$ cat config.mk
export PLATFORM = sky130hd
export DESIGN_NAME = mem_stage
export DESIGN_NICKNAME = d
export VERILOG_FILES = /design/src/rtl/mem_stage_pkg.sv /design/src/rtl/mem_load_align.sv /design/src/rtl/mem_stage.sv
export SDC_FILE = /design/constraint.sdc
export NUM_CORES = 1
export LEC_CHECK = 0
export BUFFER_PORTS_ARGS = -buffer_cell sky130_fd_sc_hd__buf_2
export CORE_AREA = 2 2 186 188
export CTS_CLUSTER_SIZE = 24
export DETAILED_ROUTE_END_ITERATION = 16
export DIE_AREA = 0 0 188 190
export SYNTH_ARGS = -nofsm -noshare
export SYNTH_HDL_FRONTEND = slang
export SYNTH_HIERARCHICAL = 1
export SYNTH_SLANG_ARGS = --single-unit
$ cat constraint.sdc
create_clock -name clk -period 2.5 [get_ports clk]
set_clock_uncertainty 0.05 [all_clocks]
set_input_delay 0.375 -clock clk [delete_from_list [all_inputs] [get_ports clk]]
set_output_delay 0.375 -clock clk [all_outputs]
set_load 0.02 [all_outputs]
$ cat src/rtl/mem_stage_pkg.sv
// mem_stage_pkg: shared types and sizes for the MEM pipeline stage
package mem_stage_pkg;
  localparam int XLEN = 64;
  localparam int REG_ADDR_W = 5;
  localparam int TIMEOUT_CYCLES_DEF = 255;
  typedef enum logic {IDLE, ACCESS} state_e;
  typedef struct packed {
    logic [XLEN-1:0] addr;
    logic [XLEN-1:0] wdata;
    logic [REG_ADDR_W-1:0] rd;
    logic wb;
    logic is_byte;
    logic we;
  } req_t;
endpackage

$ cat src/rtl/mem_load_align.sv
// mem_load_align: selects doubleword or zero-extended byte load data
module mem_load_align
  import mem_stage_pkg::*;
(
  input  logic            en_i,
  input  logic            is_load_i,
  input  logic            is_byte_i,
  input  logic [XLEN-1:0] rdata_i,
  output logic [XLEN-1:0] data_o
);
  assign data_o = !(en_i && is_load_i) ? '0 :
                  is_byte_i ? {{(XLEN-8){1'b0}}, rdata_i[7:0]} : rdata_i;
endmodule

$ cat src/rtl/mem_stage.sv
// mem_stage: MEM pipeline stage with stalling data-memory handshake and timeout
module mem_stage
  import mem_stage_pkg::*;
#(
  parameter int TIMEOUT_CYCLES = TIMEOUT_CYCLES_DEF
) (
  input  logic                  clk,
  input  logic                  rst,
  input  logic                  in_valid,
  input  logic                  mem_read,
  input  logic                  mem_write,
  input  logic                  xfer_byte,
  input  logic [XLEN-1:0]       ALUresult,
  input  logic [XLEN-1:0]       store_data,
  input  logic [REG_ADDR_W-1:0] Rd,
  input  logic                  WB,
  output logic                  dmem_req,
  output logic                  dmem_we,
  output logic                  dmem_byte,
  output logic [XLEN-1:0]       dmem_addr,
  output logic [XLEN-1:0]       dmem_wdata,
  input  logic                  dmem_ack,
  input  logic [XLEN-1:0]       dmem_rdata,
  output logic [XLEN-1:0]       Mem_out,
  output logic [XLEN-1:0]       ALUresult_out,
  output logic [REG_ADDR_W-1:0] Rd_out,
  output logic                  WB_out,
  output logic                  out_valid,
  output logic                  stall,
  output logic                  mem_err
);
  localparam int CW = $clog2(TIMEOUT_CYCLES + 1);
  state_e state_q, state_d;
  req_t req_q, req_d;
  logic [CW-1:0] cnt_q, cnt_d;
  logic err_q, err_d;
  logic ack, to, vld, stl, wb;
  // next-state and handshake decode; ack beats timeout in the same cycle
  always_comb begin
    ack = state_q == ACCESS && dmem_ack;
    to = state_q == ACCESS && !dmem_ack && cnt_q == CW'(TIMEOUT_CYCLES);
    state_d = state_q;
    req_d = req_q;
    cnt_d = cnt_q;
    err_d = err_q | to;
    vld = 1'b0;
    stl = 1'b0;
    wb = 1'b0;
    if (state_q == IDLE) begin
      vld = in_valid && !(mem_read || mem_write);
      stl = in_valid && (mem_read || mem_write);
      wb = vld && WB;
      if (stl) begin
        req_d = '{addr: ALUresult, wdata: store_data, rd: Rd, wb: WB, is_byte: xfer_byte, we: mem_write};
        cnt_d = '0;
        state_d = ACCESS;
      end
    end else begin
      vld = ack || to;
      stl = !vld;
      wb = ack && req_q.wb;
      cnt_d = vld ? '0 : cnt_q + 1'b1;
      state_d = vld ? IDLE : ACCESS;
    end
  end
  // state, latched request, wait counter and sticky error
  always_ff @(posedge clk) begin
    if (rst) begin
      state_q <= IDLE;
      req_q <= '0;
      cnt_q <= '0;
      err_q <= 1'b0;
    end else begin
      state_q <= state_d;
      req_q <= req_d;
      cnt_q <= cnt_d;
      err_q <= err_d;
    end
  end
  mem_load_align u_align (
    .en_i     (ack),
    .is_load_i(!req_q.we),
    .is_byte_i(req_q.is_byte),
    .rdata_i  (dmem_rdata),
    .data_o   (Mem_out)
  );
  assign dmem_req = state_q == ACCESS;
  assign dmem_we = req_q.we;
  assign dmem_byte = req_q.is_byte;
  assign dmem_addr = req_q.addr;
  assign dmem_wdata = req_q.wdata;
  assign ALUresult_out = state_q == IDLE ? ALUresult : req_q.addr;
  assign Rd_out = state_q == IDLE ? Rd : req_q.rd;
  assign out_valid = vld & ~rst;
  assign stall = stl & ~rst;
  assign WB_out = wb & ~rst;
  assign mem_err = err_q | to;
endmodule

==> metrics.txt <==
Worst slew margin=0.443; ANT nets after route=0; vias in the first global route=just under 7k; Critical Path AT=roughly 1900 ps; die area=35,700 sq um; DRT Wirelength=around 26 mm; min-delay worst type=input port to flip-flop; Vias=7,416; Syn-to-layout area delta=30.6%; CP max stage delay=around 440 ps; Slew @ Worst Pin=836 ps; total global routing track utilization=0.134; sequential-to-total area share from yosys stat=0.378; FMAX=430 MHz; Gate Count Post-Synth=roughly 950; Post-CTS Resized=0; leak pwr=~5.0 nW; Post-synth ARST share=0; std cell rows=just under 70; Die X-Extent=roughly 190 um; cell family with most CP delay=buffers and inverters; core area=approximately 34,000 sq um; I/O Buffers=about 470; Fin. Hold Viols=0; pwr dens=between 600 and 700 nW/um^2; crit path kind=flip-flop to output port; Post-CTS Hold Fix Bufs=0; clock sink total=146; CP max stage cell=buf_4; CTS max path bufs=2; DR iter-0 viols=between 300 and 400; Die Span Y=between 150 and 200 um; placer congestion estimate=0.855; Yosys top cell area share=0.378; largest area contributor in the netlist=dfxtp_1; Final Max Slew Viols=0; most frequent cells after synthesis=nand2_1 (276), dfxtp_1 (146), a21oi_1 (142); largest net degree at the start of global routing=91; Yosys reg bits=146; syn_area_per_cell=around 8.2 sq um; critical-path cell list=buf_4 -> mux2_2 -> buf_2; CTS Buf Count=17; routed len/inst=approximately 15 um; Critical path buffers and inverters=2; gr ovfl total=0; initial core utilization=0.228; CP Capture Type=output port; Worst Path Max Fanout=32; initial antenna violation count=4; final setup margin=177 ps; detailed placement HPWL=19.3 mm; Yosys warnings=6; CTS tree=done; layout cells sized above 1=0.470; remaining routing DRC violations=0; Post-Route Setup TNS=0 ps; critical path startpoint category=flip-flop; first-pass GRT wire length=37.1 mm; Final period util=0.929; Clk Latency, worst-skew pair=430 ps; Syn Nets=approximately 1.2k; Final Cell Area=between 10,000 and 15,000 sq um; setup bufs post-CTS=0; Max Cap Violations=0; number of top-level pins=about 470; VDD IR max=around 430 uV; Setup violations, final=0; top-count cell post-synth=nand2_1; Hold WS=between 100 and 150 ps; root buffer cell=clkbuf_16; Worst EP required=between 2000 and 2500 ps; Post-synth EDFFs=0; outcome=complete, no violations; Vias/cell=4.31; pre-CTS setup slack=around 560 ps; drt pass-1 iters=4; Final min period=around 2300 ps; area of the mapped netlist=between 7000 and 8000 sq um; H-tree depth=4; prevailing post-synth register cell=dfxtp_1; unrepaired setup endpoints after global routing=false; clock transition at the registers of the reported paths=~70 ps; Final Util=0.298; Unique masters post-synth=34; DP Area=9500 sq um; final net count=between 1k and 1.5k; top post-synthesis cells by area=dfxtp_1 (38%), nand2_1 (13%), buf_4 (13%)
[report_power, final]
part | internal (mW) | switching (mW)
Sequential | 2.46 | 0.0922
Clock | 1.51 | 1.08
Combinational | 0.525 | 0.835
Total | 4.49 | 2.00
[per-stage QoR]
step	cells	power, mW
floorplan	946	3.58
CTS	1715	6.61
global placement	1683	3.95
detailed placement	1683	3.97
global route	1719	6.82
finish	1721	6.50
[tightest hold or removal path: cells and delay by family]
kind | cells | cell delay, ps
buf+inv | 1 | 90
compound gates | 1 | 50
simple gates | 1 | 40
[path summary, 6_finish.rpt]
kind	from	to	slack, ps	depth (start not counted)
worst min-delay path	store_data[46]	dmem_wdata[46]	120	3
worst max-delay path	dmem_req	ALUresult_out[39]	180	3
worst max register to register	dmem_req	dmem_wdata[47]	820	5
worst min register to register	dmem_wdata[59]	dmem_wdata[59]	400	2
[layer usage]
layer | wire (um) | GRT usage | vias to the layer above
li1 | - | - | 3660
met1 | 9410 | 0.134 | 3409
met2 | 13200 | 0.243 | 309
met3 | 2090 | 0.0483 | 38
met4 | 904 | 0.0739 | 0
met5 | 0 | 0 | -
[kinds of logic after synthesis]
kind of cell             Yosys count  synth area share
multiplexers                      70             0.102
AO/OA/AOI/OAI                    154             0.105
buffers and inverters            204             0.178
adder cells (fa/ha/maj)            1           0.00162
AND/OR/NAND/NOR                  371             0.235
flip-flops                       146             0.378
[layout make-up]
class                      instances  area, sq um
inverter                           2         7.51
clock inverter                    13          149
antenna                            6         15.0
fill                            3633        23800
sequential                       146         2930
multi-input combinational        596         3450
tap                              455          569
clock buffer                      19          443
timing repair buffer             484         2540
[placed cells by master, fill, tap and decap left out, types with 3 or more instances in the layout]
cell	count
a21oi_1	142
a31oi_1	3
and3_1	10
and4b_1	56
buf_12	7
buf_2	471
buf_4	6
clkbuf_16	17
clkinv_4	3
clkinvlp_4	3
dfxtp_1	144
diode_2	6
inv_6	4
mux2_2	69
nand2_1	276
nand3_1	3
nor2_1	11
[flip-flops by register name (all words and copies together), names as in the netlist]
signal / flops
cnt_q: 8
dmem_byte: 1
dmem_wdata: 64
err_q: 1
dmem_req: 1
dmem_addr: 64
dmem_we: 1
req_q: 6
Note: power is estimated with default switching activity, not from simulation.
